## src/rtl/reg_scoreboard_pkg.sv

```systemverilog
// reg_scoreboard_pkg: shared pipeline constants for decode and hazard logic
// Provides default register count, register-select width, default counter
// width and a helper giving the saturation value of a counter of a given width.
package reg_scoreboard_pkg;
    localparam int DEF_NUM_REGS = 8;
    localparam int REG_SEL_W    = 3;
    localparam int DEF_CNT_W    = 2;

    typedef logic [REG_SEL_W-1:0] regSel_t;

    function automatic int cntMax(input int w);
        return (1 << w) - 1;
    endfunction
endpackage

```

## src/rtl/reg_pend_counter.sv

```systemverilog
// reg_pend_counter: outstanding-write counter for one architectural register
// Ports: clk, rst (sync, active high); inc, dec_wb, dec_kill apply as a net
// sum each cycle; count is the registered value, nonzero flags count > 0,
// underflow flags (combinationally) that this cycle's net sum would go below 0.
module reg_pend_counter
    import reg_scoreboard_pkg::*;
#(
    parameter int CNT_W = DEF_CNT_W
) (
    input  logic             clk,
    input  logic             rst,
    input  logic             inc,
    input  logic             dec_wb,
    input  logic             dec_kill,
    output logic [CNT_W-1:0] count,
    output logic             nonzero,
    output logic             underflow
);
    // Two guard bits: the top one is the sign of the net result, the next
    // one catches an increment past the maximum.
    logic [CNT_W+1:0] sum;

    assign sum = {2'b00, count}
               + {{(CNT_W+1){1'b0}}, inc}
               - {{(CNT_W+1){1'b0}}, dec_wb}
               - {{(CNT_W+1){1'b0}}, dec_kill};
    assign underflow = sum[CNT_W+1];
    assign nonzero = |count;

    always_ff @(posedge clk)
        count <= (rst || underflow) ? '0 : sum[CNT_W] ? '1 : sum[CNT_W-1:0];
endmodule

```

## src/rtl/reg_scoreboard.sv

```systemverilog
// reg_scoreboard: per-register outstanding-write scoreboard with issue stall
// Ports: clk, rst (sync, active high); issue_* describe the decoding
// instruction (sources rs1/rs2, destination rd, each with a used flag);
// wb_valid/wb_rd retire a write; kill_valid/kill_rd squash a write;
// stall holds decode, pending shows nonzero counters, err is a sticky
// underflow flag cleared only by reset.
module reg_scoreboard
    import reg_scoreboard_pkg::*;
#(
    parameter int NUM_REGS = DEF_NUM_REGS,
    parameter int CNT_W    = DEF_CNT_W
) (
    input  logic                 clk,
    input  logic                 rst,
    input  logic                 issue_valid,
    input  logic [REG_SEL_W-1:0] issue_rs1,
    input  logic                 issue_rs1_used,
    input  logic [REG_SEL_W-1:0] issue_rs2,
    input  logic                 issue_rs2_used,
    input  logic [REG_SEL_W-1:0] issue_rd,
    input  logic                 issue_rd_used,
    input  logic                 wb_valid,
    input  logic [REG_SEL_W-1:0] wb_rd,
    input  logic                 kill_valid,
    input  logic [REG_SEL_W-1:0] kill_rd,
    output logic                 stall,
    output logic [NUM_REGS-1:0]  pending,
    output logic                 err
);
    localparam logic [CNT_W-1:0] CNT_MAX = CNT_W'(cntMax(CNT_W));

    logic [CNT_W-1:0]    cnt [NUM_REGS];
    logic [NUM_REGS-1:0] rs1Hit, rs2Hit, rdHit, wbHit, killHit;
    logic [NUM_REGS-1:0] busy, full, inc, underflow;
    logic                accept;

    for (genvar g = 0; g < NUM_REGS; g++) begin : gReg
        assign rs1Hit[g]  = issue_rs1 == REG_SEL_W'(g);
        assign rs2Hit[g]  = issue_rs2 == REG_SEL_W'(g);
        assign rdHit[g]   = issue_rd == REG_SEL_W'(g);
        assign wbHit[g]   = wb_valid && wb_rd == REG_SEL_W'(g);
        assign killHit[g] = kill_valid && kill_rd == REG_SEL_W'(g);
        // A single outstanding write retiring this cycle is bypassed from
        // the regfile, so it does not block a reader.
        assign busy[g]    = pending[g] && !(wbHit[g] && cnt[g] == CNT_W'(1));
        assign full[g]    = cnt[g] == CNT_MAX;
        assign inc[g]     = rdHit[g] && accept && issue_rd_used;

        reg_pend_counter #(.CNT_W(CNT_W)) uCnt (
            .clk      (clk),
            .rst      (rst),
            .inc      (inc[g]),
            .dec_wb   (wbHit[g]),
            .dec_kill (killHit[g]),
            .count    (cnt[g]),
            .nonzero  (pending[g]),
            .underflow(underflow[g])
        );
    end

    assign stall = issue_valid && ((issue_rs1_used && |(rs1Hit & busy))
                                || (issue_rs2_used && |(rs2Hit & busy))
                                || (issue_rd_used && |(rdHit & full)));
    assign accept = issue_valid && !stall;

    always_ff @(posedge clk)
        err <= rst ? 1'b0 : err | (|underflow);
endmodule

```

## config.mk

```make
export PLATFORM = sky130hd
export DESIGN_NAME = reg_scoreboard
export DESIGN_NICKNAME = d
export VERILOG_FILES = /design/src/rtl/reg_scoreboard_pkg.sv /design/src/rtl/reg_pend_counter.sv /design/src/rtl/reg_scoreboard.sv
export SDC_FILE = /design/constraint.sdc
export NUM_CORES = 1
export LEC_CHECK = 0
export ABC_CLOCK_PERIOD_IN_PS = 3900
export CAP_MARGIN = 20
export CORE_MARGIN = 1
export CORE_UTILIZATION = 54
export DETAILED_ROUTE_END_ITERATION = 10
export PLACE_DENSITY = 0.77
export SLEW_MARGIN = 0
export SYNTH_ARGS = -nofsm -noshare
export SYNTH_HDL_FRONTEND = slang
export SYNTH_SLANG_ARGS = --single-unit
```

## constraint.sdc

```tcl
create_clock -name clk -period 3.9 [get_ports clk]
set_clock_uncertainty 0.1 [all_clocks]
set_input_delay 0.39 -clock clk [delete_from_list [all_inputs] [get_ports clk]]
set_output_delay 0.39 -clock clk [all_outputs]
set_load 0.005 [all_outputs]
```

==> results of run 1 <==
state kept, by name, summed over array words and instances, names as in the netlist:
register	cells
gReg.uCnt.count	16
err	1
where the power goes:
| part | switching [W] | total (W) | internal, W |
|---|---|---|---|
| registers | 0.0000299 | 0.000226 | 0.000196 |
| clock network | 0.0000665 | 0.000139 | 0.0000727 |
| logic | 0.000144 | 0.000319 | 0.000175 |
per-layer routing:
layer	global-route usage, %	routed length [µm]	vias to the layer above
li1	-	-	1029
met4	11.92	136	0
met2	54.70	2699	77
met3	4.891	405	13
met5	0	0	-
met1	38.56	2509	1019
per-stage QoR:
stage	total power (W)	hold WS, ns	std cells
floorplan	0.0004074	0.4059	243
global placement	0.0005244	0.4020	354
detailed placement	0.0005357	0.4196	354
CTS	0.0006781	0.4360	359
global route	0.0007318	0.4628	359
finish	0.0006844	0.4286	359
critical path, cell delays in order:
cell	delay [ns]
clkdlybuf4s50_1	0.51
and3b_1	0.23
a32oi_1	0.17
a31oi_1	0.14
o41a_2	0.61
nor4b_2	0.41
ha_1	0.18
inv_1	0.05
fa_1	0.41
ha_1	0.26
nand2b_1	0.16
a21oi_1	0.16
a311oi_1	0.06
cells in the mapped netlist (3+ instances only):
cell	n	share of area, %
nand3b_1	5	1.9
nand2b_1	15	4.6
o21ai_0	6	1.5
a211oi_1	9	3.3
dfxtp_1	17	17
nor4_1	7	2.2
nor3_1	3	0.74
o211ai_1	3	1.1
a311oi_1	9	3.9
clkbuf_1	3	0.56
nand3_1	7	1.7
fa_1	8	7.9
xnor2_1	6	2.6
ha_1	24	15
buf_4	8	3.0
nand4b_1	3	1.3
nand2_1	16	3.0
or2_2	8	2.5
a2111oi_0	3	1.3
a21oi_1	13	3.2
nor2_1	15	2.8
inv_1	25	4.6
what timing repair did:
item,in CTS,in global routing
buffers inserted,1,0
endpoints found under the setup margin,4,17
resized for setup,7,9
pin swaps,2,0
logic make-up (layout without fill, tap and decap cells):
logic type	count (synthesis)	count (layout)	synth area share, %
XOR/XNOR	6	6	2.602
flip-flops	17	17	16.85
adder cells (fa/ha/maj)	32	32	22.80
AND/OR/NAND/NOR	97	97	30.24
AO/OA/AOI/OAI	54	54	18.77
buffers and inverters	37	107	8.736
worst paths after layout:
check                        start                    end  slack (ns)  depth (start not counted)
max                   issue_rs2[0]  gReg[0].uCnt.count[0]        0.18                         13
min                            err                    err        0.43                          2
max reg2reg  gReg[1].uCnt.count[0]  gReg[0].uCnt.count[0]        0.51                         12
min reg2reg                    err                    err        0.43                          2
layout make-up:
cell class	instances	area (µm²)
Multi-Input combinational cell	189	1549
Fill cell	260	713.2
Timing Repair Buffer	78	669.4
Sequential cell	17	340.3
Inverter	25	93.84
Tap cell	46	57.56
Clock buffer	4	45.04
==> results by group, run 1 <==
Status
  – Outcome: completed

Route
  – Wire per inst: 16.01 µm
  – Initial DRC Count: 81
  – Vias per cell: 5.955
  – Final routed DRC violation total: 0
  – Final wirelength: 5.749 mm
  – TritonRoute pass-1 iters: 4
  – Via count: 2138
  – Antenna-violating nets left: 0

Timing
  – Min cycle time layout: 3.721 ns
  – Fin. max-slew vios: 0
  – Final number of hold-violating endpoints: 0
  – Final worst path period share: 95.41%
  – Worst Max-Slew Pin Slew: 0.7153 ns
  – Fin Setup TNS: 0 ns
  – RSZ-0062 raised after global routing: no
  – Finish-stage setup viols: 0
  – Worst slew margin: 52.17%
  – FMAX: 0.2687 GHz
  – Final setup margin: 0.1789 ns

Pwr
  – Power per Cell Area: 248.4 nW/µm²
  – Pleak: 1.232 nW
  – Peak supply drop: 0.0001604 V

Cells and area
  – Final Util: 79.44%
  – Share of cells above drive strength 1: 23.00%
  – Ant diodes: 0
  – Commonest non-fill, non-tap cell in the layout: buf_4
  – Final nets: 369
  – Post-route cell area: 2755 µm²
  – Area grow syn2layout: 36.43%
  – Commonest non-fill, non-tap cells in the layout: 46 x buf_4, 28 x clkdlybuf4s50_1, 25 x inv_1

CTS
  – CTS Buffer Depth: 2
  – Htree depth: 1
  – Root Driver: clkbuf_8
  – TritonCTS Buffers: 3
  – Insertion delay to the later sink of the worst-skew pair: 0.26 ns
  – CTS sink count: 17
  – CTS tree: yes
  – Hold-fix buffers, CTS: 0
  – Clk slew on worst S/H paths: 0.07 ns

Logic synthesis
  – Warnings, synthesis: 0
  – Cells after synthesis: 243
  – Top_reg_cell synth: dfxtp_1
  – Seq/Total Area, Yosys: 16.85%
  – Synth Cell Area: 2019 µm²
  – Number of flops mapped to enable cells by yosys: 0
  – Netlist cell types: 43
  – Post-Synthesis Net Count: 298
  – Share of flip-flops with an asynchronous set or reset: 0%
  – Syn Area/Cell: 8.310 µm²
  – Number of synthesized register bits: 17

Critical path
  – CP Launch Type: primary input
  – Worst Path Arrival: 3.73 ns
  – WP data required: 3.91 ns
  – CP Class: in2reg
  – Max Fanout on Critical Path: 9
  – Worst Setup End Kind: register

Die
  – Die Area: 3989 µm²
  – Core area: 3468 µm²
  – Die H: 63.16 µm
  – FP Rows: 21
  – Starting Density: 58.23%
  – Die W: 63.16 µm
  – Number of I/O pins: 33

Run
  – MaxCap Viol Count: 0

GRT
  – First-pass GRT wire length: 9.715 mm
  – Pin count of the biggest net entering global routing: 18
  – Total gr overflow: 0
  – Total GRT Usage: 31.47%
  – Vias in the first global route: 2126
  – Antenna violations before repair: 0

Placement
  – Post-DP HPWL: 4.661 mm
  – DP Area: 2653 µm²
  – Port Buffers: 32
  – Placer congestion estimate: 0.9849
  – Worst slack at placement: -0.2787 ns

Hold path
  – Hold Crit Class: reg2reg
No activity file was read; power rests on OpenSTA's default activity.
==> run 2, diff against run 1 <==
- CORE_UTILIZATION: 54 -> 59
- DONT_BUFFER_PORTS: not set -> 1
- PLACE_DENSITY: 0.77 -> 0.72
==> results by group, run 2 (synthesis gave the netlist of run 1 again) <==
Timing
  – RSZ-0062 raised after global routing: no
  – Finish-stage setup viols: 0
  – Fin Setup TNS: 0 ns
  – FMAX: 0.2941 GHz
  – Worst slew margin: 65.30%
  – Final number of hold-violating endpoints: 0
  – Worst Max-Slew Pin Slew: 0.5193 ns
  – Min cycle time layout: 3.400 ns
  – Final worst path period share: 87.18%
  – Fin. max-slew vios: 0

CTS
  – CTS Buffer Depth: 2
  – Hold-fix buffers, CTS: 0
  – Insertion delay to the later sink of the worst-skew pair: 0.30 ns
  – Clk slew on worst S/H paths: 0.11 ns
  – TritonCTS Buffers: 3
  – CTS tree: yes
  – Root Driver: clkbuf_4
  – Post-CTS sizing: 0
  – Post-CTS setup repair buffer count: 0
  – CTS sink count: 17
  – Htree depth: 1

Route
  – TritonRoute pass-1 iters: 4
  – Via count: 1794
  – Final routed DRC violation total: 0
  – Vias per cell: 6.430
  – Initial DRC Count: 197
  – Final wirelength: 4.988 mm
  – Wire per inst: 17.88 µm
  – Antenna-violating nets left: 0

Die
  – Die W: 60.51 µm
  – Number of I/O pins: 33
  – Die H: 60.51 µm
  – Starting Density: 64.05%
  – FP Rows: 20
  – Die Area: 3661 µm²
  – Core area: 3153 µm²

GRT
  – First-pass GRT wire length: 7.817 mm
  – Pin count of the biggest net entering global routing: 18
  – Total gr overflow: 0
  – Total GRT Usage: 29.28%
  – Vias in the first global route: 1712
  – Antenna violations before repair: 0

Cells and area
  – Most flop-heavy register: gReg.uCnt.count
  – Max reg flops: 16
  – Biggest regs: gReg.uCnt.count (16), err (1)
  – Final nets: 291
  – Commonest non-fill, non-tap cells in the layout: 25 x inv_1, 24 x ha_1, 17 x dfxtp_1
  – Filler instances: 289
  – Post-route cell area: 2018 µm²
  – FF/Latch Area: 340.3 µm²
  – Final std cells w/o fill: 279
  – Ant diodes: 0
  – Share of cells above drive strength 1: 7.660%
  – Area grow syn2layout: -0.06175%
  – Commonest non-fill, non-tap cell in the layout: inv_1
  – Area of the multi-input gates: 1503 µm²

Critical path
  – WP data required: 4.02 ns
  – Terminus of the critical flop-to-flop path: gReg[5].uCnt.count[1]
  – R2R Setup Slk: 0.50 ns
  – CP max stage cell: o41a_1
  – Reg2reg path depth: 12
  – CP startpoint: gReg[1].uCnt.count[0]
  – Setup crit end: gReg[5].uCnt.count[1]
  – Most frequent CP cell: ha_1
  – Crit-path cells: and3b_1 > a32oi_1 > a31oi_1 > o41a_1 > nor4_1 > ha_1 > inv_1 > fa_1 > ha_1 > nand2b_1 > a21oi_1 > a311oi_1
  – CP Class: reg2reg
  – Largest stage delay, worst path: 0.58 ns
  – Worst Path Arrival: 3.52 ns
  – CP Launch Type: register
  – Reg2reg start: gReg[1].uCnt.count[0]
  – Worst Setup End Kind: register
  – Max Fanout on Critical Path: 9

Placement
  – Port Buffers: 0
  – Dpl cells: 275
  – Post-DP HPWL: 4.142 mm
  – DP Area: 1992 µm²
  – Placer congestion estimate: 1.041

Status
  – Outcome: completed

Pwr
  – Int Power: 0.0003297 W
  – Clock power frac: 19.6%
  – Logic gate share of total power: 37.7%
  – Pleak: 0.8411 nW
  – Sequential share of power: 42.6%
  – Sw frac: 37.47%
  – Power per Cell Area: 261.3 nW/µm²
  – Peak supply drop: 0.0001564 V
  – Sw power: 0.0001976 W

Run
  – MaxCap Viol Count: 0

Hold path
  – Hold Crit Class: in2reg
[run 2: worst min path at each step]
stage                     from               endpoint  cells past startpoint
after floorplan            err                    err                      2
after global placement     rst                    err                      1
after detailed placement   rst                    err                      1
after CTS                  rst  gReg[5].uCnt.count[0]                      1
after global routing       rst  gReg[0].uCnt.count[1]                      1
final                      rst  gReg[2].uCnt.count[1]                      1
[run 2: worst max-delay path: cells and delay by family, from the launching register on]
kind / cells / cell delay, ns
compound gates: 5 / 1.16
simple gates: 3 / 0.73
flops: 1 / 0.38
fa+ha+maj: 3 / 0.91
buf+inv: 1 / 0.04
[run 2: per-layer routing]
metal | global-route usage [%] | part of all wire [%]
met5 | 0 | 0
met4 | 9.740 | 1.4
met3 | 3.838 | 6.1
met2 | 50.24 | 49
met1 | 38.03 | 44
[run 2: power groups by stage]
stage / Sequential [W] / Clock [W] / Combinational, W
floorplan: 0.000218 / 0 / 0.000189
finish: 0.000225 / 0.000104 / 0.000199
global placement: 0.000226 / 0 / 0.000184
global route: 0.000229 / 0.000109 / 0.000225
CTS: 0.000224 / 0.000103 / 0.000197
detailed placement: 0.000229 / 0 / 0.000196
[run 2: area by class of cell]
type                            instances  share of cell area, %
Multi-Input combinational cell        189                  74.46
Sequential cell                        17                  16.86
Inverter                               25                  4.650
Tap cell                               44                  2.728
Clock buffer                            4                  1.302
[run 2: metrics by stage]
step / setup WS [ns] / power [W] / utilization (%) / hold slack (ns)
2_1_floorplan: 0.6641 / 0.0004074 / - / 0.4059
3_3_place_gp: 0.4063 / 0.0004104 / 63.17 / 0.3619
3_5_place_dp: 0.3198 / 0.0004241 / 63.17 / 0.3671
4_1_cts: 0.5467 / 0.0005249 / 64.01 / 0.04481
5_1_grt: 0.3139 / 0.0005635 / 64.01 / 0.03202
6_report: 0.5001 / 0.0005273 / 64.01 / 0.03917
==> run 3, diff against run 2 <==
- CAP_MARGIN: 20 -> not set
==> results of run 3 <==
Final layout, timing and power as in run 2 (identical DEF).
